## src/rtl/imem_loader_if.sv

```systemverilog
// Boot loader bus bundle: inbound byte stream plus the instruction memory write port.
// The loader side uses the slave modport; the byte source / memory side uses master.
interface imem_loader_if #(
  parameter int ADDR_W = 6
);
  logic              in_valid;
  logic [7:0]        in_data;
  logic              in_ready;
  logic              mem_we;
  logic [ADDR_W-1:0] mem_addr;
  logic [31:0]       mem_wdata;

  modport master (
    output in_valid, in_data,
    input  in_ready, mem_we, mem_addr, mem_wdata
  );

  modport slave (
    input  in_valid, in_data,
    output in_ready, mem_we, mem_addr, mem_wdata
  );
endinterface

```

## src/rtl/imem_loader.sv

```systemverilog
// Boot-time program loader: length-prefixed byte stream -> 32-bit little-endian words
// written to instruction memory, followed by an XOR checksum byte that releases the CPU.
module imem_loader #(
  parameter  int DEPTH  = 64,
  localparam int ADDR_W = $clog2(DEPTH)
) (
  input  logic              clk,
  input  logic              reset,
  input  logic              start,
  imem_loader_if.slave      bus,
  output logic              cpu_hold,
  output logic              busy,
  output logic              done,
  output logic              error,
  output logic [ADDR_W:0]   words_written,
  output logic [2:0]        state_dbg
);

  typedef enum logic [2:0] {
    IDLE   = 3'd0,
    LEN_LO = 3'd1,
    LEN_HI = 3'd2,
    DATA   = 3'd3,
    WRITE  = 3'd4,
    CSUM   = 3'd5,
    DONE   = 3'd6,
    ERR    = 3'd7
  } state_t;

  localparam logic [15:0] DEPTH16 = 16'(DEPTH);

  state_t          state;
  logic [15:0]     len_q;
  logic [1:0]      byte_cnt;
  logic [23:0]     word_acc;
  logic [7:0]      csum;
  logic            xfer;
  logic [15:0]     n_full;
  logic [ADDR_W:0] ww_inc;
  logic [15:0]     ww_inc_ext;

  // A byte moves on a posedge where in_valid && in_ready; in_ready is decoded from
  // the state register only, so it never depends combinationally on in_valid.
  assign bus.in_ready = (state == LEN_LO) || (state == LEN_HI) ||
                        (state == DATA)   || (state == CSUM);
  assign xfer       = bus.in_valid && bus.in_ready;
  assign n_full     = {bus.in_data, len_q[7:0]};
  assign ww_inc     = words_written + {{ADDR_W{1'b0}}, 1'b1};
  assign ww_inc_ext = {{(15 - ADDR_W){1'b0}}, ww_inc};

  assign bus.mem_we = (state == WRITE);
  assign busy       = bus.in_ready || (state == WRITE);
  assign done       = (state == DONE);
  assign error      = (state == ERR);
  assign cpu_hold   = (state != DONE);
  assign state_dbg  = state;

  always_ff @(posedge clk) begin
    if (!reset) begin
      state         <= IDLE;
      len_q         <= '0;
      byte_cnt      <= '0;
      word_acc      <= '0;
      csum          <= '0;
      words_written <= '0;
      bus.mem_addr  <= '0;
      bus.mem_wdata <= '0;
    end else begin
      case (state)
        IDLE, DONE, ERR: begin
          if (start) begin
            state         <= LEN_LO;
            len_q         <= '0;
            byte_cnt      <= '0;
            csum          <= '0;
            words_written <= '0;
          end
        end
        LEN_LO: begin
          if (xfer) begin
            len_q[7:0] <= bus.in_data;
            state      <= LEN_HI;
          end
        end
        LEN_HI: begin
          if (xfer) begin
            len_q <= n_full;
            if (n_full > DEPTH16)    state <= ERR;
            else if (n_full == 16'd0) state <= CSUM;
            else                      state <= DATA;
          end
        end
        DATA: begin
          if (xfer) begin
            csum     <= csum ^ bus.in_data;
            byte_cnt <= byte_cnt + 2'd1;
            case (byte_cnt)
              2'd0: word_acc[7:0]   <= bus.in_data;
              2'd1: word_acc[15:8]  <= bus.in_data;
              2'd2: word_acc[23:16] <= bus.in_data;
              default: begin
                // Fourth byte completes the word; latch the write port for WRITE.
                bus.mem_addr  <= words_written[ADDR_W-1:0];
                bus.mem_wdata <= {bus.in_data, word_acc};
                state         <= WRITE;
              end
            endcase
          end
        end
        WRITE: begin
          words_written <= ww_inc;
          byte_cnt      <= '0;
          state         <= (ww_inc_ext == len_q) ? CSUM : DATA;
        end
        CSUM: begin
          if (xfer) state <= (bus.in_data == csum) ? DONE : ERR;
        end
        default: state <= IDLE;
      endcase
    end
  end

endmodule
```

## src/flat_wrapper.sv

```systemverilog
// flat-port wrapper written by rule: the top's interface ports become plain ports
module imem_loader_flat 
#(
  parameter  int DEPTH  = 64,
  localparam int ADDR_W = $clog2(DEPTH)
)
  (clk, reset, start, cpu_hold, busy, done, error, words_written, state_dbg, bus_in_valid, bus_in_data, bus_in_ready, bus_mem_we, bus_mem_addr, bus_mem_wdata);
  imem_loader_if bus_i ();
  input  logic clk;
  input  logic reset;
  input  logic start;
  output logic cpu_hold;
  output logic busy;
  output logic done;
  output logic error;
  output logic [ADDR_W:0] words_written;
  output logic [2:0] state_dbg;
  input wire logic [$bits(bus_i.in_valid)-1:0] bus_in_valid;
  input wire logic [$bits(bus_i.in_data)-1:0] bus_in_data;
  output wire logic [$bits(bus_i.in_ready)-1:0] bus_in_ready;
  output wire logic [$bits(bus_i.mem_we)-1:0] bus_mem_we;
  output wire logic [$bits(bus_i.mem_addr)-1:0] bus_mem_addr;
  output wire logic [$bits(bus_i.mem_wdata)-1:0] bus_mem_wdata;
  assign bus_i.in_valid = bus_in_valid;
  assign bus_i.in_data = bus_in_data;
  assign bus_in_ready = bus_i.in_ready;
  assign bus_mem_we = bus_i.mem_we;
  assign bus_mem_addr = bus_i.mem_addr;
  assign bus_mem_wdata = bus_i.mem_wdata;
  imem_loader #(.DEPTH(DEPTH)) u_core (.clk(clk), .reset(reset), .start(start), .bus(bus_i), .cpu_hold(cpu_hold), .busy(busy), .done(done), .error(error), .words_written(words_written), .state_dbg(state_dbg));
endmodule
```

## config.mk

```make
export PLATFORM = sky130hd
export DESIGN_NAME = imem_loader_flat
export DESIGN_NICKNAME = d
export VERILOG_FILES = /design/src/rtl/imem_loader_if.sv /design/src/rtl/imem_loader.sv /design/src/flat_wrapper.sv
export SDC_FILE = /design/constraint.sdc
export NUM_CORES = 1
export LEC_CHECK = 0
export ABC_AREA = 0
export CORE_MARGIN = 10
export CORE_UTILIZATION = 60
export CTS_BUF_LIST = sky130_fd_sc_hd__clkbuf_4 sky130_fd_sc_hd__clkbuf_8
export DETAILED_ROUTE_END_ITERATION = 8
export PLACE_DENSITY = 0.91
export SYNTH_ARGS = -nofsm -noshare
export SYNTH_HDL_FRONTEND = slang
export SYNTH_SLANG_ARGS = --single-unit
```

## constraint.sdc

```tcl
create_clock -name clk -period 2.8 [get_ports clk]
set_input_delay 0.56 -clock clk [delete_from_list [all_inputs] [get_ports clk]]
set_output_delay 0.56 -clock clk [all_outputs]
set_load 0.02 [all_outputs]
```

==> summary.md <==
| Metric | Value |
|---|---|
| Initial antenna violation count | 0 |
| Final #Nets | 633 |
| Critical path startpoint category | flop |
| EDFF count, synth | 0 |
| Max-cap violations | 0 |
| Min setup slack post-route | 0.171 ns |
| Drt initial violations | 519 |
| Crit Path Max Fanout | 10 |
| Root buffer cell | clkbuf_8 |
| Final min period | ~2.6 ns |
| Layout area overhead | 22.7% |
| Drt first pass iters | 7 |
| Worst EP required | 2.24 ns |
| Global route total overflow | 0 |
| Tcrit/Tclk final | 0.939 |
| Initial Utilization | 0.622 |
| Synthesized cell area | ~4300 µm² |
| Ys async rst share | 0 |
| Full die area | roughly 11000 µm² |
| Fmax | 380 MHz |
| Die span in y | 104 µm |
| Prevailing post-synth register cell | dfxtp_1 |
| Die X | 104 µm |
| WL final | 11.9 mm |
| CP Capture Type | primary output |
| H-tree levels | 3 |
| Clock buffer depth | 2 |
| Final hold vios | 0 |
| RePlAce Congestion | 0.866 |
| Slew @ Worst Pin | about 0.61 ns |
| CTS tree | done |
| RR Endpoint | u_core.state_dbg[1]$_SDFFE_PN0P_ |
| Post-cts resize count | 0 |
| Synth cell types | 45 |
| Clock transition at path regs | around 0.090 ns |
| Min-delay src | u_core.word_acc[7]$_SDFFE_PN0P_ |
| Setup TNS Final | 0 ns |
| Sequential fraction of the synthesis area | 0.459 |
| Hpwl dp | between 8 and 9 mm |
| Worst Reg2Reg Path Length in Cells | 6 |
| HP Class | flop to flop |
| Sink Count | 98 |
| Clk_lat worst skew | about 0.37 ns |
| RSZ-0062 raised after global routing | no |
| Vias in the first global route | ~4100 |
| Layout cells sized above 1 | 0.0629 |
| WHS Path Cells | 2 |
| Detail Route Antenna Nets | 0 |
| Max-slew headroom | 0.590 |
| Hold Crit Endpoint | u_core.bus.mem_wdata[7]$_SDFFE_PN0P_ |
| Final setup fails | 0 |
| DP Worst Slack | 0.436 ns |
| Post-Syn Instances | between 500 and 600 |
| # rows | 30 |
| DRC | 0 |
| Reg2reg start | u_core.words_written[0]$_SDFFE_PN0P_ |
| Clock skew | 0.0131 ns |
| Via-per-instance ratio | 5.86 |
| Mean Syn Cell Area | 7.58 µm² |
| Largest net degree at the start of global routing | 69 |
| CTS Buf Count | 9 |
| Slew Limit Fails | 0 |
| PortBufs | 65 |
| # diodes | 0 |
| First-pass GRT wire length | 20.1 mm |
| PwrDens | 513 nW/µm² |
| Post-Syn Nets | ~580 |
| Pleak | between 0.0015 and 0.002 µW |
| Post-CTS Setup Inserts | 0 |
| I/O pin count | 66 |
| Vias after detailed routing | between 4000 and 5000 |
| WP data arrival | 2.07 ns |
| # hold bufs at CTS | 0 |
| CORE AREA | 6870 µm² |
| Maximum VDD drop | 504 µV |
| Post-synthesis register bit count | 98 |
| Gr usage total | 0.217 |
| Routed WL per cell | 16.6 µm |
| FF-to-FF setup slack | 0.66 ns |
| Status | complete, no violations |
| Setup CP Type | flop to primary output |
| Synth warnings | 0 |
area by class of cell:
class	instances	area, µm²
Multi-Input combinational cell	415	2110
Sequential cell	98	1960
Fill cell	493	1620
Timing Repair Buffer	83	798
Clock buffer	11	145
Tap cell	96	120
Clock inverter	4	76.3
Inverter	9	33.8
flip-flops by register name (all words and copies together), names as in the netlist:
| register | cells |
|---|---|
| u_core.byte_cnt | 2 |
| u_core.bus.mem_wdata | 32 |
| u_core.len_q | 16 |
| u_core.state_dbg | 3 |
| u_core.words_written | 7 |
| u_core.csum | 8 |
| u_core.word_acc | 24 |
| u_core.bus.mem_addr | 6 |
cells in the mapped netlist, types with 6 or more instances:
cell type | count | area (µm²)
xnor2_1 | 9 | 78.8
dfxtp_1 | 98 | 1960
inv_1 | 7 | 26.3
clkbuf_1 | 27 | 101
buf_2 | 12 | 60.1
nand2b_1 | 6 | 37.5
nand3_1 | 40 | 200
nand2_1 | 142 | 533
a21oi_1 | 99 | 495
o21ai_1 | 15 | 75.1
nand3b_1 | 7 | 52.6
nor3_1 | 6 | 30.0
nor2_1 | 28 | 105
per-stage QoR:
step	instance area, µm²	hold slack (ns)	utilization	instances	power, µW
detailed placement	5020	0.446	0.731	701	1700
CTS	5250	0.459	0.764	716	2680
global route	5250	0.476	0.764	716	2780
finish	5250	0.456	0.764	716	2690
global placement	5020	0.437	0.731	701	1690
floorplan	4280	0.431	-	564	1610
report_power, final:
group	internal (µW)	total, µW	switching [µW]
logic	95.0	266	171
registers	1400	1410	10.8
clock network	535	1010	478
routing by layer:
metal,wire length [µm],global-route usage,vias to the layer above
li1,-,-,2005
met3,978,0.0675,30
met1,4820,0.255,1955
met4,235,0.0706,0
met5,0,0,-
met2,5880,0.364,209
cells by family after synthesis:
family | synth area share
fa+ha+maj | 0.0146
simple gates | 0.276
mux | 0.00702
compound gates | 0.171
buf+inv | 0.0483
flops | 0.459
xor+xnor | 0.0246
layout by cell type (no fill, tap or decap), types with 2 or more instances in the layout:
cell type,count
inv_1,7
o21ai_0,3
clkdlybuf4s50_1,65
and3_1,4
o221ai_1,2
xor2_1,3
or3_1,4
a21oi_1,99
a211o_1,2
nor4_1,5
inv_2,2
nand2_1,141
nor3_1,6
clkbuf_8,10
dfxtp_1,98
nand4b_1,2
mux2i_1,3
nand2b_1,6
buf_4,17
nand3_1,40
bufinv_16,2
nor2b_1,5
nor2_1,27
or4_1,2
o21ai_1,15
nand3b_1,7
o31a_1,2
ha_1,5
and2_1,5
xnor2_1,9
critical path, stage by stage (launching register included):
cell and delay (ns):
dfxtp_1 0.35, nor2_1 0.32, nand2_2 0.21, inv_2 0.19, clkdlybuf4s50_1 0.64
worst max path at each step:
stage | from | end | cells past startpoint
6_report | u_core.state_dbg[1]$_SDFFE_PN0P_ | bus_mem_we | 4
3_3_place_gp | bus_in_data[0] | u_core.state_dbg[2]$_SDFFE_PN0P_ | 6
5_1_grt | u_core.state_dbg[1]$_SDFFE_PN0P_ | bus_mem_we | 4
3_5_place_dp | bus_in_data[0] | u_core.state_dbg[2]$_SDFFE_PN0P_ | 6
2_1_floorplan | bus_in_data[3] | u_core.state_dbg[2]$_SDFFE_PN0P_ | 6
4_1_cts | u_core.state_dbg[1]$_SDFFE_PN0P_ | bus_mem_we | 4
(Power assumes the default switching activity.)
